### src/rtl/song_pkg.sv
// Shared types and constants for the song sequencer: state encoding, field widths,
// ROM word layout and the song ROM contents.
package song_pkg;

    localparam int DEF_NOTE_W       = 6;
    localparam int DEF_IDX_W        = 5;
    localparam int DEF_SONG_W       = 2;
    localparam int DEF_GUARD_CYCLES = 2;

    localparam int ROM_AW   = DEF_SONG_W + DEF_IDX_W;
    localparam int WORD_W   = 2 * DEF_NOTE_W;
    localparam int NOTE_MSB = 11;
    localparam int NOTE_LSB = 6;
    localparam int DUR_MSB  = 5;
    localparam int DUR_LSB  = 0;

    localparam int END_DURATION = 0;

    typedef enum logic [2:0] {
        ST_IDLE,
        ST_FETCH,
        ST_LATCH,
        ST_ISSUE,
        ST_GUARD,
        ST_WAIT,
        ST_DONE
    } state_e;

    // Song table, addressed {song, idx}; a zero duration ends a song.
    function automatic logic [WORD_W-1:0] song_rom_word(input logic [ROM_AW-1:0] addr);
        logic [DEF_SONG_W-1:0] s;
        logic [DEF_IDX_W-1:0]  i;
        logic [DEF_NOTE_W-1:0] n;
        logic [DEF_NOTE_W-1:0] d;
        s = addr[ROM_AW-1:DEF_IDX_W];
        i = addr[DEF_IDX_W-1:0];
        n = '0;
        d = '0;
        case (s)
            2'd0: begin
                if (i < 5'd10) begin
                    n = 6'd20 + {1'b0, i};
                    d = 6'd12 + {1'b0, i};
                end
            end
            2'd1: begin
                if (i < 5'd3) begin
                    n = 6'd30 + {1'b0, i};
                    d = 6'd4 + {1'b0, i};
                end else if (i == 5'd3) begin
                    n = 6'd5;
                end
            end
            2'd2: begin
                if (i < 5'd6) begin
                    n = 6'd40 + {1'b0, i};
                    d = 6'd2 + {1'b0, i};
                end
            end
            default: begin
                n = {i, 1'b0} + {1'b0, i};
                d = {1'b0, i} + 6'd1;
            end
        endcase
        return {n, d};
    endfunction

endpackage

### src/rtl/song_rom.sv
// 128 x 12 song ROM with a registered read (one cycle of latency).
module song_rom
    import song_pkg::*;
(
    input  logic              clk,
    input  logic [ROM_AW-1:0] addr,
    output logic [WORD_W-1:0] dout
);

    always_ff @(posedge clk) begin
        dout <= song_rom_word(addr);
    end

endmodule

### src/rtl/song_reader.sv
// Walks the selected song in ROM and hands each note to the note player with a
// load strobe, then waits for the player's done before fetching the next note.
//   state | meaning
//   IDLE  | after reset, waiting for play or new_song
//   FETCH | ROM address presented
//   LATCH | ROM data valid, captured on exit
//   ISSUE | load_new_note high
//   GUARD | stale note_done ignored while the player reloads
//   WAIT  | waiting for note_done
//   DONE  | song finished, waits for new_song
module song_reader
    import song_pkg::*;
#(
    parameter int NOTE_W       = DEF_NOTE_W,
    parameter int IDX_W        = DEF_IDX_W,
    parameter int SONG_W       = DEF_SONG_W,
    parameter int GUARD_CYCLES = DEF_GUARD_CYCLES
) (
    input  logic              clk,
    input  logic              reset,
    input  logic              play,
    input  logic [SONG_W-1:0] song,
    input  logic              new_song,
    input  logic              note_done,
    output logic [NOTE_W-1:0] note_to_load,
    output logic [NOTE_W-1:0] duration_to_load,
    output logic              load_new_note,
    output logic              song_done,
    output logic [IDX_W-1:0]  note_index
);

    localparam int GW = (GUARD_CYCLES > 1) ? $clog2(GUARD_CYCLES) : 1;
    localparam logic [GW-1:0]     GUARD_INIT = GW'((GUARD_CYCLES > 0) ? GUARD_CYCLES - 1 : 0);
    localparam logic [IDX_W-1:0]  IDX_LAST   = '1;
    localparam logic [NOTE_W-1:0] END_DUR    = NOTE_W'(END_DURATION);

    state_e              state_q, state_d;
    logic [IDX_W-1:0]    idx_q, idx_d;
    logic [SONG_W-1:0]   song_q, song_d;
    logic [NOTE_W-1:0]   note_q, note_d;
    logic [NOTE_W-1:0]   dur_q, dur_d;
    logic [GW-1:0]       guard_q, guard_d;

    logic [WORD_W-1:0]   rom_dout;
    logic [NOTE_W-1:0]   rom_note;
    logic [NOTE_W-1:0]   rom_dur;
    logic                last_note;
    state_e              adv_state;
    logic [IDX_W-1:0]    adv_idx;

    song_rom u_rom (
        .clk  (clk),
        .addr ({song_q, idx_q}),
        .dout (rom_dout)
    );

    assign rom_note = rom_dout[NOTE_MSB:NOTE_LSB];
    assign rom_dur  = rom_dout[DUR_MSB:DUR_LSB];

    // The last index ends the song instead of rolling over to note 0.
    assign last_note = (idx_q == IDX_LAST);
    assign adv_state = last_note ? ST_DONE : ST_FETCH;
    assign adv_idx   = last_note ? idx_q : idx_q + IDX_W'(1);

    always_comb begin
        state_d = state_q;
        idx_d   = idx_q;
        song_d  = song_q;
        note_d  = note_q;
        dur_d   = dur_q;
        guard_d = guard_q;
        if (new_song) begin
            song_d  = song;
            idx_d   = '0;
            state_d = ST_FETCH;
        end else if (play) begin
            case (state_q)
                ST_IDLE:  state_d = ST_FETCH;
                ST_FETCH: state_d = ST_LATCH;
                ST_LATCH: begin
                    note_d  = rom_note;
                    dur_d   = rom_dur;
                    state_d = (rom_dur == END_DUR) ? ST_DONE : ST_ISSUE;
                end
                ST_ISSUE: begin
                    guard_d = GUARD_INIT;
                    state_d = (GUARD_CYCLES == 0) ? ST_WAIT : ST_GUARD;
                end
                ST_GUARD: begin
                    if (guard_q != '0) begin
                        guard_d = guard_q - GW'(1);
                    end else if (note_done) begin
                        state_d = adv_state;
                        idx_d   = adv_idx;
                    end else begin
                        state_d = ST_WAIT;
                    end
                end
                ST_WAIT: begin
                    if (note_done) begin
                        state_d = adv_state;
                        idx_d   = adv_idx;
                    end
                end
                ST_DONE:  state_d = ST_DONE;
                default:  state_d = ST_IDLE;
            endcase
        end
    end

    always_ff @(posedge clk or posedge reset) begin
        if (reset) begin
            state_q <= ST_IDLE;
            idx_q   <= '0;
            song_q  <= '0;
            note_q  <= '0;
            dur_q   <= '0;
            guard_q <= '0;
        end else begin
            state_q <= state_d;
            idx_q   <= idx_d;
            song_q  <= song_d;
            note_q  <= note_d;
            dur_q   <= dur_d;
            guard_q <= guard_d;
        end
    end

    assign note_to_load     = note_q;
    assign duration_to_load = dur_q;
    assign load_new_note    = (state_q == ST_ISSUE);
    assign song_done        = (state_q == ST_DONE);
    assign note_index       = idx_q;

endmodule

### config.mk
export PLATFORM = sky130hd
export DESIGN_NAME = song_reader
export DESIGN_NICKNAME = d
export VERILOG_FILES = /design/src/rtl/song_pkg.sv /design/src/rtl/song_rom.sv /design/src/rtl/song_reader.sv
export SDC_FILE = /design/constraint.sdc
export NUM_CORES = 1
export LEC_CHECK = 0
export CORE_UTILIZATION = 45
export DETAILED_ROUTE_END_ITERATION = 10
export GPL_TIMING_DRIVEN = 0
export HOLD_SLACK_MARGIN = 0.1
export PLACE_DENSITY_LB_ADDON = 0.12
export RECOVER_POWER = 50
export SETUP_SLACK_MARGIN = 0.05
export SYNTH_ARGS = -nofsm -noshare
export SYNTH_HDL_FRONTEND = slang
export SYNTH_SLANG_ARGS = --single-unit
export TNS_END_PERCENT = 1
### constraint.sdc
create_clock -name clk -period 2.5 [get_ports clk]
set_input_delay 0.75 -clock clk [delete_from_list [all_inputs] [get_ports clk]]
set_output_delay 0.75 -clock clk [all_outputs]
set_load 0.05 [all_outputs]
==> metrics, run 1 <==
status completed; Diodes inserted 0; GPL Wtd Cong 0.901; max cap viols 0; #FFs+latches synth 35; hold bufs inserted after CTS 0; share of flip-flops with an asynchronous set or reset about two thirds; Routed WL around 4.5 mm; Via-to-Cell Ratio about 6; GRT met3 Usage between 7 and 8%; Clock Skews 4.87 ps; setup TNS 0 ps; Post-synth EDFFs 0; Iter 0 DRT Violations roughly 110; GR Overflow Total 0; H-tree depth 2; pin count of the biggest net entering global routing 24; synth warn 0; critical path type reg -> out; CP max stage cell clkdlybuf4s50_1; Cells after Synth 197; CTS tree done; DR pass1 iterations 4; critical path launch point type flop; Area growth syn-to-layout 17.6%; post-synthesis sequential area ratio ~40%; clock sink count 35; via count between 1500 and 2000; Worst Hold Slack around 460 ps; Adder-Cell Fraction of Synth Area under 10%; CP delay by family, top buffers and inverters; fin nets ~250; Synth top area share between 20 and 30%; port buffer count 23; layout cell share with drive strength beyond 1 about 17%; met1 track demand over resource between 20% and 30%; initial core utilization roughly half; endpoints failing setup 0; Post-synth top cells dfrtp_1, a21oi_1, ha_1; crit-path max FO 8; HPWL Detailed approximately 3.3 mm; Pleak ~1.1 nW; Hold Fails Final Rpt 0; met2 Usage GRT 32.6%; area leader, netlist dfrtp_1; CP peak stage delay ~860 ps; core area 4140 um2; most numerous cell in the Yosys netlist dfrtp_1; max_slew headroom slightly below 40%; Post-Syn Area 2020 um2; Period Utilization, post-route 95.8%; Critical Path AT ~1600 ps; clock tree buffer depth 2; Max Fclk about 0.42 GHz; clock root buffer master clkbuf_8; Chip Width about 70 um; XOR/XNOR Fraction of Synth Area ~1.3%; Routed Antenna Nets 0; RSZ-0062 raised after global routing true; Die Y approximately 69 um; VDD IR max approximately 0.00028 V; top_reg_cell synth dfrtp_1; busiest layer in global routing met2; # rows 23; PD cells 613 nW/um2; complex-gate fraction of the synthesized area between 10% and 20%; # DRC 0; crit path time final about 2400 ps; CP cell instances clkdlybuf4s50_1; Yosys cell types 52; multiplexer share of the synthesized area just under 9%; DR WL/cell between 15 and 20 um; antenna violations before repair 0; # IOs 26; vias in the first global route around 1500; TritonCTS Buffers 5; syn nets ~220; largest family of logic cells by synthesized area simple AND/OR/NAND/NOR gates; clock-pin slew on the worst setup and hold paths ~70 ps; CP bufs+invs 1; post-layout util 57.3%; worst endpoint required time 1750 ps; gr usage total a little over a fifth; first-pass GRT wire length 7.25 mm; Worst Max-Slew Pin Slew 907 ps; endpoint class of the critical path output port; Clk Latency, worst-skew pair roughly 280 ps; worst hold path class reg -> reg; Synth area leaders dfrtp_1, dfxtp_1, ha_1, mux2_2, a21oi_1; synthesized area per cell between 10 and 15 um2; Slew Limit Fails 0; die area around 4800 um2; simple-gate share of the synthesized area a little under a fifth; Post-CTS Setup Inserts 0
[cell families after synthesis]
| kind of cell | Yosys count |
|---|---|
| mux | 16 |
| compound gates | 56 |
| buf+inv | 17 |
| xor+xnor | 3 |
| simple gates | 56 |
| flops | 35 |
| fa+ha+maj | 14 |
[final timing paths]
path,endpoint,cells past startpoint,slack [ps],start
setup / recovery,note_index[3],1,110,note_index[3]
max in group asynchronous,note_index[0],2,840,reset
hold / removal,note_to_load[4],1,460,u_rom.dout[10]
setup reg to reg,note_index[2],6,230,note_index[1]
min in group asynchronous,duration_to_load[4],2,1100,reset
hold reg to reg,note_to_load[4],1,460,u_rom.dout[10]
[registers in the layout, summed over array words and instances (netlist names)]
name	count
note_index	5
u_rom.dout	12
guard_q	1
duration_to_load	6
note_to_load	6
state_q	3
song_q	2
[cells in the final DEF, fill, tap and decap left out, types with 5 or more instances in the layout]
| master | netlist | final |
|---|---|---|
| dfxtp_1 | 12 | 12 |
| nor2_1 | 11 | 11 |
| nand3_1 | 5 | 5 |
| clkdlybuf4s50_1 | 0 | 15 |
| mux2_2 | 12 | 12 |
| clkbuf_8 | 0 | 5 |
| ha_1 | 13 | 13 |
| a21oi_1 | 15 | 15 |
| o21ai_0 | 11 | 11 |
| dfrtp_1 | 23 | 23 |
| nand2_1 | 9 | 9 |
| inv_1 | 8 | 8 |
[power by group]
part | internal [mW] | switching, mW
Combinational | 0.145 | 0.248
Sequential | 0.628 | 0.0350
Clock | 0.194 | 0.207
[metal layers]
layer | vias to the layer above | routed length (um)
met5 | - | 0
met4 | 0 | 95
met3 | 11 | 406
met2 | 80 | 2040
met1 | 781 | 1930
li1 | 778 | -
[through the flow]
step	std cells	power [mW]	setup slack (ps)	cell area, um2
floorplan	197	0.947	206	2020
global placement	270	1.06	-130	2320
detailed placement	270	1.07	-158	2320
CTS	278	1.48	96.0	2400
global route	278	1.54	31.5	2370
finish	278	1.46	106	2370
[timing repair]
action	in CTS	in global routing
pin swaps	0	0
endpoints found under the setup margin	5	4
gates resized for setup	8	2
[final cells by class]
| cell class | instances | area (um2) |
|---|---|---|
| Fill cell | 356 | 1770 |
| Multi-Input combinational cell | 145 | 1110 |
| Sequential cell | 35 | 816 |
| Timing Repair Buffer | 23 | 220 |
| Clock buffer | 5 | 68.8 |
| Tap cell | 50 | 62.6 |
| Buffer | 8 | 40.0 |
| Inverter | 9 | 33.8 |
| Clock inverter | 3 | 20.0 |
Note: power is estimated with default switching activity, not from simulation.
==> inputs of run 2 (changes only) <==
--- a/config.mk
+++ b/config.mk
@@ -6,6 +6,7 @@
 export NUM_CORES = 1
 export LEC_CHECK = 0
 export CORE_UTILIZATION = 45
+export CTS_CLUSTER_SIZE = 24
 export DETAILED_ROUTE_END_ITERATION = 10
 export GPL_TIMING_DRIVEN = 0
 export HOLD_SLACK_MARGIN = 0.1
==> results of run 2 <==
The final DEF is identical to that of run 1; final timing and power are the same.
